===== config.mk =====
export PLATFORM = sky130hd
export DESIGN_NAME = timer_sched
export DESIGN_NICKNAME = d
export VERILOG_FILES = /design/src/rtl/timer_pkg.sv /design/src/rtl/rr_pick.sv /design/src/rtl/timer_sched.sv
export SDC_FILE = /design/constraint.sdc
export NUM_CORES = 1
export LEC_CHECK = 0
export BUFFER_PORTS_ARGS = -buffer_cell sky130_fd_sc_hd__buf_2
export CAP_MARGIN = 20
export CORE_ASPECT_RATIO = 1.4
export CORE_UTILIZATION = 38
export CTS_BUF_LIST = sky130_fd_sc_hd__clkbuf_8
export DETAILED_ROUTE_END_ITERATION = 12
export MAX_ROUTING_LAYER = met4
export PLACE_DENSITY = 0.72
export SYNTH_ARGS = -nofsm -noshare
export SYNTH_HDL_FRONTEND = slang
export SYNTH_HIERARCHICAL = 1
export SYNTH_SLANG_ARGS = --single-unit

===== constraint.sdc =====
create_clock -name clk -period 2 [get_ports clk]
set_input_delay 0.2 -clock clk [delete_from_list [all_inputs] [get_ports clk]]
set_output_delay 0.2 -clock clk [all_outputs]
set_load 0.01 [all_outputs]

===== src/rtl/timer_pkg.sv =====
// Shared definitions for the timer scheduler slice.
// Provides the FSM state encoding and default sizing used by timer_sched
// and rr_pick.
package timer_pkg;

  localparam int DEF_N_REQ    = 4;
  localparam int DEF_PERIOD_W = 4;
  localparam int DEF_IDX_W    = 2;

  typedef enum logic [2:0] {
    ST_IDLE  = 3'd0,
    ST_LOAD  = 3'd1,
    ST_START = 3'd2,
    ST_WAIT  = 3'd3,
    ST_DONE  = 3'd4,
    ST_ABORT = 3'd5
  } state_t;

endpackage


===== src/rtl/rr_pick.sv =====
// Round-robin picker (purely combinational).
// Finds the first set bit of req at or after rr_ptr, searching upward
// and wrapping past the top requester.
// Ports:
//   req    : request vector, one bit per requester
//   rr_ptr : index where the search starts (must be < N_REQ)
//   found  : at least one request is set
//   idx    : index of the chosen requester (valid when found=1)
module rr_pick
  import timer_pkg::*;
#(
  parameter int N_REQ = DEF_N_REQ,
  parameter int IDX_W = DEF_IDX_W
) (
  input  logic [N_REQ-1:0] req,
  input  logic [IDX_W-1:0] rr_ptr,
  output logic             found,
  output logic [IDX_W-1:0] idx
);

  logic [N_REQ-1:0] rot_s;
  logic [IDX_W-1:0] off_s;
  logic [IDX_W:0]   sum_s;

  function automatic int wrap_idx(input int v);
    if (v >= N_REQ) begin
      return v - N_REQ;
    end else begin
      return v;
    end
  endfunction

  // Rotate req so that bit 0 of rot_s is requester rr_ptr.
  always_comb begin
    rot_s = {N_REQ{1'b0}};
    for (int i = 0; i < N_REQ; i++) begin
      rot_s[i] = req[IDX_W'(wrap_idx(int'(rr_ptr) + i))];
    end
  end

  // Priority-encode the lowest set bit of the rotated vector.
  always_comb begin
    off_s = {IDX_W{1'b0}};
    for (int i = N_REQ - 1; i >= 0; i--) begin
      if (rot_s[i]) begin
        off_s = IDX_W'(i);
      end else begin
        off_s = off_s;
      end
    end
  end

  // Un-rotate: add the offset back onto rr_ptr modulo N_REQ.
  always_comb begin
    found = |rot_s;
    sum_s = {1'b0, rr_ptr} + {1'b0, off_s};
    if (sum_s >= (IDX_W+1)'(N_REQ)) begin
      idx = IDX_W'(sum_s - (IDX_W+1)'(N_REQ));
    end else begin
      idx = sum_s[IDX_W-1:0];
    end
  end

endmodule


===== src/rtl/timer_sched.sv =====
// Timer scheduler: shares one period timer among N_REQ requesters.
// A requester is picked round-robin, its period is written to the timer,
// the timer is started, and on the timer's end pulse a one-cycle done is
// returned to that requester. Dropping the request while waiting aborts
// the service and clears the timer.
// Ports:
//   clk, rst    : clock (rising edge), asynchronous active-low reset
//   req         : level requests, held until done or cancel
//   period_in   : packed periods, requester i at [i*PERIOD_W +: PERIOD_W]
//   gnt, done   : one-hot grant (LOAD..DONE/ABORT) and done pulse
//   busy        : high outside IDLE
//   tmr_period, tmr_we, tmr_start, tmr_clr : timer control
//   tmr_end     : one-cycle end pulse from the timer
// All outputs are registers loaded from the next-state decode, so they
// line up cycle-for-cycle with the state they describe.
module timer_sched
  import timer_pkg::*;
#(
  parameter int N_REQ    = DEF_N_REQ,
  parameter int PERIOD_W = DEF_PERIOD_W,
  parameter int IDX_W    = DEF_IDX_W
) (
  input  logic                      clk,
  input  logic                      rst,
  input  logic [N_REQ-1:0]          req,
  input  logic [N_REQ*PERIOD_W-1:0] period_in,
  output logic [N_REQ-1:0]          gnt,
  output logic [N_REQ-1:0]          done,
  output logic                      busy,
  output logic [PERIOD_W-1:0]       tmr_period,
  output logic                      tmr_we,
  output logic                      tmr_start,
  output logic                      tmr_clr,
  input  logic                      tmr_end
);

  state_t                state_r, state_s;
  logic [IDX_W-1:0]      rr_ptr_r, rr_ptr_s;
  logic [IDX_W-1:0]      sel_idx_r, sel_idx_s;
  logic [PERIOD_W-1:0]   sel_period_r, sel_period_s;
  logic                  pick_found_s;
  logic [IDX_W-1:0]      pick_idx_s;
  logic [PERIOD_W-1:0]   pick_period_s;

  logic [N_REQ-1:0]      gnt_r, gnt_s;
  logic [N_REQ-1:0]      done_r, done_s;
  logic                  busy_r, busy_s;
  logic [PERIOD_W-1:0]   tmr_period_r, tmr_period_s;
  logic                  tmr_we_r, tmr_we_s;
  logic                  tmr_start_r, tmr_start_s;
  logic                  tmr_clr_r, tmr_clr_s;

  function automatic logic [N_REQ-1:0] onehot(input logic [IDX_W-1:0] i);
    onehot = {{(N_REQ-1){1'b0}}, 1'b1} << i;
  endfunction

  function automatic logic [IDX_W-1:0] next_ptr(input logic [IDX_W-1:0] i);
    if (i == IDX_W'(N_REQ - 1)) begin
      next_ptr = {IDX_W{1'b0}};
    end else begin
      next_ptr = i + IDX_W'(1);
    end
  endfunction

  rr_pick #(
    .N_REQ (N_REQ),
    .IDX_W (IDX_W)
  ) u_rr_pick (
    .req    (req),
    .rr_ptr (rr_ptr_r),
    .found  (pick_found_s),
    .idx    (pick_idx_s)
  );

  // Select the period of the requester the picker chose.
  always_comb begin
    pick_period_s = {PERIOD_W{1'b0}};
    for (int i = 0; i < N_REQ; i++) begin
      if (pick_idx_s == IDX_W'(i)) begin
        pick_period_s = period_in[i*PERIOD_W +: PERIOD_W];
      end else begin
        pick_period_s = pick_period_s;
      end
    end
  end

  // Next-state logic; the selection is only captured in IDLE, so later
  // changes to req or period_in do not disturb the service in flight.
  always_comb begin
    state_s      = state_r;
    rr_ptr_s     = rr_ptr_r;
    sel_idx_s    = sel_idx_r;
    sel_period_s = sel_period_r;
    case (state_r)
      ST_IDLE: begin
        if (pick_found_s) begin
          state_s      = ST_LOAD;
          sel_idx_s    = pick_idx_s;
          sel_period_s = pick_period_s;
        end else begin
          state_s = ST_IDLE;
        end
      end
      ST_LOAD: begin
        // A zero period never starts the timer.
        if (sel_period_r == {PERIOD_W{1'b0}}) begin
          state_s = ST_DONE;
        end else begin
          state_s = ST_START;
        end
      end
      ST_START: begin
        state_s = ST_WAIT;
      end
      ST_WAIT: begin
        // End wins over a cancel seen in the same cycle.
        if (tmr_end) begin
          state_s = ST_DONE;
        end else if (!req[sel_idx_r]) begin
          state_s = ST_ABORT;
        end else begin
          state_s = ST_WAIT;
        end
      end
      ST_DONE: begin
        state_s  = ST_IDLE;
        rr_ptr_s = next_ptr(sel_idx_r);
      end
      ST_ABORT: begin
        state_s  = ST_IDLE;
        rr_ptr_s = next_ptr(sel_idx_r);
      end
      default: begin
        state_s = ST_IDLE;
      end
    endcase
  end

  // Output decode from the next state, registered below.
  always_comb begin
    busy_s      = (state_s != ST_IDLE);
    tmr_we_s    = (state_s == ST_LOAD);
    tmr_start_s = (state_s == ST_START);
    tmr_clr_s   = (state_s == ST_ABORT);
    if (busy_s) begin
      gnt_s = onehot(sel_idx_s);
    end else begin
      gnt_s = {N_REQ{1'b0}};
    end
    if (state_s == ST_DONE) begin
      done_s = onehot(sel_idx_s);
    end else begin
      done_s = {N_REQ{1'b0}};
    end
    if (state_s == ST_LOAD) begin
      tmr_period_s = sel_period_s;
    end else begin
      tmr_period_s = tmr_period_r;
    end
  end

  // State, selection and output registers.
  always_ff @(posedge clk or negedge rst) begin
    if (!rst) begin
      state_r      <= ST_IDLE;
      rr_ptr_r     <= {IDX_W{1'b0}};
      sel_idx_r    <= {IDX_W{1'b0}};
      sel_period_r <= {PERIOD_W{1'b0}};
      gnt_r        <= {N_REQ{1'b0}};
      done_r       <= {N_REQ{1'b0}};
      busy_r       <= 1'b0;
      tmr_period_r <= {PERIOD_W{1'b0}};
      tmr_we_r     <= 1'b0;
      tmr_start_r  <= 1'b0;
      tmr_clr_r    <= 1'b0;
    end else begin
      state_r      <= state_s;
      rr_ptr_r     <= rr_ptr_s;
      sel_idx_r    <= sel_idx_s;
      sel_period_r <= sel_period_s;
      gnt_r        <= gnt_s;
      done_r       <= done_s;
      busy_r       <= busy_s;
      tmr_period_r <= tmr_period_s;
      tmr_we_r     <= tmr_we_s;
      tmr_start_r  <= tmr_start_s;
      tmr_clr_r    <= tmr_clr_s;
    end
  end

  assign gnt        = gnt_r;
  assign done       = done_r;
  assign busy       = busy_r;
  assign tmr_period = tmr_period_r;
  assign tmr_we     = tmr_we_r;
  assign tmr_start  = tmr_start_r;
  assign tmr_clr    = tmr_clr_r;

endmodule


* Word-level counts from Yosys, hierarchy flattened *
Index checks and enable logic that the tools add are counted.
Widths: inputs -> output; s select.

storage, ports and cells
  logic and storage cells = 90
  output and inout bits = 16
  input port bits = 23
  register bits = 27

cells by class
  equal/unequal tests = 13
  order comparisons = 10
  $add $sub $neg = 10
  shifts and indexed selects = 1
  reductions and logical operators = 6
  mux-type cells = 39

operators with widths
  operator             number
  $mux 4               8
  $mux 2               12
  $lt 2x4->1 const B   4
  $eq 3x3->1 const B   4
  $ge 3x3->1 const B   4
  $pmux 3 s4           1
  $bmux 1 s2           5
  $mux 1               10
  $sub 2x1->2 const B  5
  $eq 3x2->1 const B   3
  $mux 3               3
  $add 2x2->3 const B  2
  $eq 2x2->1 const B   3
  $eq 3x1->1 const B   2
  $logic_not 4->1      1
  $reduce_or 4->1      1
  $shl 1x2->4 const A  1
  $add 2x1->3 const B  1
  $add 2x2->3          1
  $ge 2x3->1 const B   1
  $logic_not 3->1      1
  $lt 2x3->1 const B   1
  $reduce_bool 3->1    1
  $add 2x1->2 const B  1
  other kinds (3)      3

* Depth between registers and ports, before layout *
  depth in word-level cells = 20
  depth in mapped cells = 12
  depth with buffers taken out = 10

* Hierarchy *
Netlist, hierarchy kept.

modules (own cells, without submodules)
  module       cells an instance  area an instance (µm²)  sequential area each (µm²)  instances
  timer_sched  107                1224.9                  675.6                       1
  rr_pick      25                 166.4                   0.0                         1

* Worst setup path before layout *
No wires, ideal clock.

  path type = register to register
  start = register rr_ptr_r[1]
  end = register sel_period_r[0]
  period minus slack after synthesis = 2.047 ns
  required time = 1.882 ns
  stages on the path, launching flop included = 13
  library setup time = 0.118 ns
  path slack = -0.047 ns
  path buffers = 2
  data arrival time = 1.929 ns
  cell sequence = dfrtp_1 -> buf_2 -> nand2_1 -> a21oi_1 -> o2bb2ai_1 -> o21a_1 -> ha_1 -> xnor2_1 -> xnor2_1 -> buf_4 -> mux4_2 -> nand2_1 -> nand2_1

between the ends
  word-level cells in the longest chain between the ends = 20
  elaborated cells on any way between the ends = 46
  classes of those cells = 9 x add/sub; 5 x order compare; 3 x eq/ne; 27 x mux; 2 x reduce/logical

ends and longest elaborated chain
  element                                           line                          source
  start: declaration                                timer_sched.sv:38             logic [IDX_W-1:0] rr_ptr_r, rr_ptr_s;
  start signal: assignment                          timer_sched.sv:166            rr_ptr_r <= {IDX_W{1'b0}};
  start signal: assignment                          timer_sched.sv:178            rr_ptr_r <= rr_ptr_s;
  $add 2x2->3                                       rr_pick.sv:37                 rot_s[i] = req[IDX_W'(wrap_idx(int'(rr_ptr) + i))];
  $ge 3x3->1 / $sub 2x1->2 (equally long branches)  rr_pick.sv:26, rr_pick.sv:27
  $mux 2                                            rr_pick.sv:26                 if (v >= N_REQ) begin
  $bmux 1 s2                                        rr_pick.sv:37
  $mux 1 (not written as such) (2 in series)        rr_pick.sv:37
  $mux 2 (4 in series)                              rr_pick.sv:45                 if (rot_s[i]) begin
  $add 2x2->3 (*)                                   rr_pick.sv:56                 sum_s = {1'b0, rr_ptr} + {1'b0, off_s};
  $ge 3x3->1 / $sub 2x1->2 (equally long branches)  rr_pick.sv:57, rr_pick.sv:58
  $mux 2 (*)                                        rr_pick.sv:57                 if (sum_s >= (IDX_W+1)'(N_REQ)) begin
  via pick_idx_s[1]                                 timer_sched.sv:42             logic [IDX_W-1:0] pick_idx_s;
  $logic_not 2->1                                   timer_sched.sv:79             if (pick_idx_s == IDX_W'(i)) begin
  $mux 4 (3 in series)                              timer_sched.sv:79
  $mux 4 (*)                                        timer_sched.sv:79
  $mux 4 (*)                                        timer_sched.sv:96             if (pick_found_s) begin
  $mux 4 (*)                                        timer_sched.sv:94             case (state_r)
  via sel_period_s[0]                               timer_sched.sv:40             logic [PERIOD_W-1:0] sel_period_r, sel_period_s;
  end signal: assignment                            timer_sched.sv:168            sel_period_r <= {PERIOD_W{1'b0}};
  end signal: assignment                            timer_sched.sv:180            sel_period_r <= sel_period_s;
  end: declaration                                  timer_sched.sv:40

The timed path passes the listed nets; every way through them passes the cells marked *. The select of a mux whose other input is x is not followed.
A chain may end at the register's enable or synchronous reset.

* Final worst setup path *
  start = register rr_ptr_r[0]
  end = register sel_period_r[0]

The elaborated chain is that of the path after synthesis.

==> impl_results.md <==
- Outcome: finished, violations left
- Failing checks: negative setup slack
- CP max stage cell: dfrtp_1
- Crit path from: rr_ptr_r[0]
- Clock Skew: 0.00431 ns
- Unique masters post-synth: 35
- Maximum clock frequency: 464 MHz
- Overflow after GRT: 0
- Synth Area per Inst: 10.5 um^2
- Pleak: 0.000918 uW
- Cell internal pwr: 1850 uW
- P&R area growth vs syn: 32.5%
- Final HPWL DP: 2340 um
- Mapped Nets: 157
- Max-Cap Viols: 0
- WL/cell: 14.5 um
- 1st-iter DRT viols: 23
- Share of layout cells above drive strength 1: 44.3%
- IO buf count: 38
- Root Buffer: clkbuf_8
- Maximum buffer depth of the clock tree: 2
- Gpl congestion: 0.922
- Sw frac: 41.0%
- CP Data Required Time: 2.17 ns
- Period utilisation layout: 108%
- Htree depth: 1
- Final hold vios: 0
- First-pass GRT wire length: 4960 um
- WP buf/inv: 1
- Pre-CTS setup slack: -0.139 ns
- Sequential power share: 30.5%
- Routed wire length: 3270 um
- Worst slew pin tran: 0.569 ns
- FF-to-FF setup slack: -0.15 ns
- CTS Buf Count: 3
- EDFF count, synth: 0
- Final core occ: 53.6%
- Crit-path max FO: 8
- Most used DFF post-synth: dfrtp_1
- CP peak stage delay: 0.49 ns
- RSZ-0062 raised after global routing: yes
- Vias in the first global route: 1,124
- Core Area: 3440 um^2
- Final Net Count: 211
- Comb power frac: 59.8%
- DRC: 0
- CTS tree: built
- Kind of critical path: reg2reg
- Die ar.: 3910 um^2
- Die width: 53.1 um
- Relative max-transition margin: 62.0%
- Final setup fails: 15
- P per Cell Area: 1700 nW/um^2
- Post-Synthesis Cells: 132
- Worst Path Arrival: 2.33 ns
- Crit path depth: 8
- Clk slew on worst S/H paths: 0.09 ns
- Vias per cell: 5.19
- Switch Pwr: 1290 uW
- Final ANT Viol Nets: 0
- Max-slew violations: 0
- Clock sink count: 27
- Yosys reg bits: 27
- Drt pass-1 iters: 4
- Crit-path leading delay family: multiplexers
- Fin worst setup slack: -0.153 ns
- R2R depth: 8
- Clock power share: 9.7%
- Minimum clock period: 2.15 ns
- Worst Setup EP: sel_period_r[0]
- All-Layer GR Usage: 17.9%
- Die H: 73.6 um
- Clock Latency Late Sink: 0.27 ns
- Hold Crit Class: in2reg
- R2r startpoint: rr_ptr_r[0]
- Mapped Area: 1390 um^2
- CP endpoint kind: flip-flop
- Critical Path Source Type: flip-flop
- Via count: 1,167
- Critical path, cell by cell: mux2_4 -> a32oi_1 -> o22ai_1 -> xnor2_2 -> buf_4 -> mux4_2 -> nand2_2 -> nand2_1
- R2r endpoint: sel_period_r[0]
- Ports: 39
- Async SR Flop Fraction: 100%
- Ys Warns: 6
- FILL cells: 323
- VDD IR max: 1310 uV
- Antenna violations before repair: 0
- ANT cells: 0
- Largest net degree at the start of global routing: 28
- # rows: 25
- Initial cell density of the core: 40.4%
- Sequential area share after synthesis: 48.6%
[routing by layer]
layer  vias to the layer above  wire length, um  GRT usage (%)
li1                        565                -              -
met1                       560             1170           20.3
met3                        11              102           1.86
met4                         0              142           11.7
met5                         -                0              -
met2                        31             1860           29.1
[how the worst min path moves through the flow]
| stage | start | to | slack [ns] | cells after the start |
|---|---|---|---|---|
| final | tmr_end | tmr_clr | 0.13 | 2 |
| after global routing | tmr_end | tmr_clr | 0.13 | 2 |
| after CTS | tmr_end | tmr_clr | 0.12 | 2 |
| after detailed placement | rst | tmr_period[0] | 0.23 | 1 |
| after global placement | rst | tmr_period[0] | 0.22 | 1 |
| after floorplan | rst | busy | -0.1 | 0 |
[Yosys cell counts (2+ instances only)]
master	number	area, um^2
nand2_1	32	120
dfrtp_1	27	676
nor2_1	9	33.8
nor2b_1	7	43.8
a21oi_1	6	30.0
nor3_1	6	30.0
mux4_2	5	113
mux2i_1	4	40.0
nand2b_1	3	18.8
buf_2	2	10.0
buf_4	2	15.0
ha_1	2	25.0
inv_1	2	7.51
nor4_1	2	12.5
o21a_1	2	15.0
xnor2_1	2	17.5
[kinds of logic (layout without fill, tap and decap cells)]
logic type / count (synthesis) / count (layout) / share of synthesized area [%]
and+or+nand+nor: 66 / 66 / 23.0
DFF: 27 / 27 / 48.6
AOI/OAI and AO/OA: 16 / 16 / 8.18
muxes: 11 / 11 / 12.9
buffers and inverters: 8 / 61 / 4.32
adders and majority gates: 2 / 2 / 1.80
xor gates and xnor gates: 2 / 2 / 1.26
[sequential cells by signal, summed over array words and instances (netlist names)]
register      flops
busy              1
done              4
gnt               4
rr_ptr_r          2
sel_idx_r         2
sel_period_r      4
state_r           3
tmr_clr           1
tmr_period        4
tmr_start         1
tmr_we            1
[stage by stage]
stage	power [uW]	TNS, ns	cell area, um^2	hold slack [ns]	cells
floorplan	2120	0	1420	-0.0956	132
global placement	2490	-0.346	1700	0.223	216
detailed placement	2560	-1.18	1700	0.228	216
CTS	2920	-0.538	1770	0.121	221
global route	3360	-2.86	1840	0.133	225
finish	3140	-1.50	1840	0.128	225
[power groups by stage]
| stage | combinational, uW | sequential [uW] | clock [uW] |
|---|---|---|---|
| floorplan | 1130 | 990 | 0 |
| global placement | 1550 | 940 | 0 |
| detailed placement | 1610 | 953 | 0 |
| CTS | 1660 | 951 | 311 |
| global route | 2040 | 987 | 333 |
| finish | 1880 | 956 | 305 |
[cell usage in the layout (no fill, tap or decap), types with 2 or more instances in the layout]
cell	instances
mux4_2	5
nand2_1	30
mux2i_1	3
dfrtp_1	26
buf_2	39
nand2b_1	3
nand2_2	2
o21a_1	2
buf_4	14
inv_1	2
nor3_1	5
nor2b_1	6
nor4_1	2
nor2_1	7
a21oi_1	5
clkbuf_8	3
[what timing repair did]
action / CTS / global route
pin swaps: 0 / 6
hold buffers: 1 / 0
endpoints found under the setup margin: 14 / 16
hold endpoints to repair: 27 / 0
resized for setup: 5 / 9
cloned: 0 / 1
buffers inserted: 0 / 3
[cell type report]
| type | instances | area, um^2 | share of cell area [%] |
|---|---|---|---|
| multi-input combinational | 97 | 736 | 39.9 |
| sequential | 27 | 677 | 36.7 |
| timing repair buffer | 54 | 310 | 16.8 |
| tap | 40 | 50.0 | 2.72 |
| clock buffer | 3 | 41.3 | 2.24 |
| inverter | 3 | 23.8 | 1.29 |
| clock inverter | 1 | 5.00 | 0.272 |
Note: power is estimated with default switching activity, not from simulation.
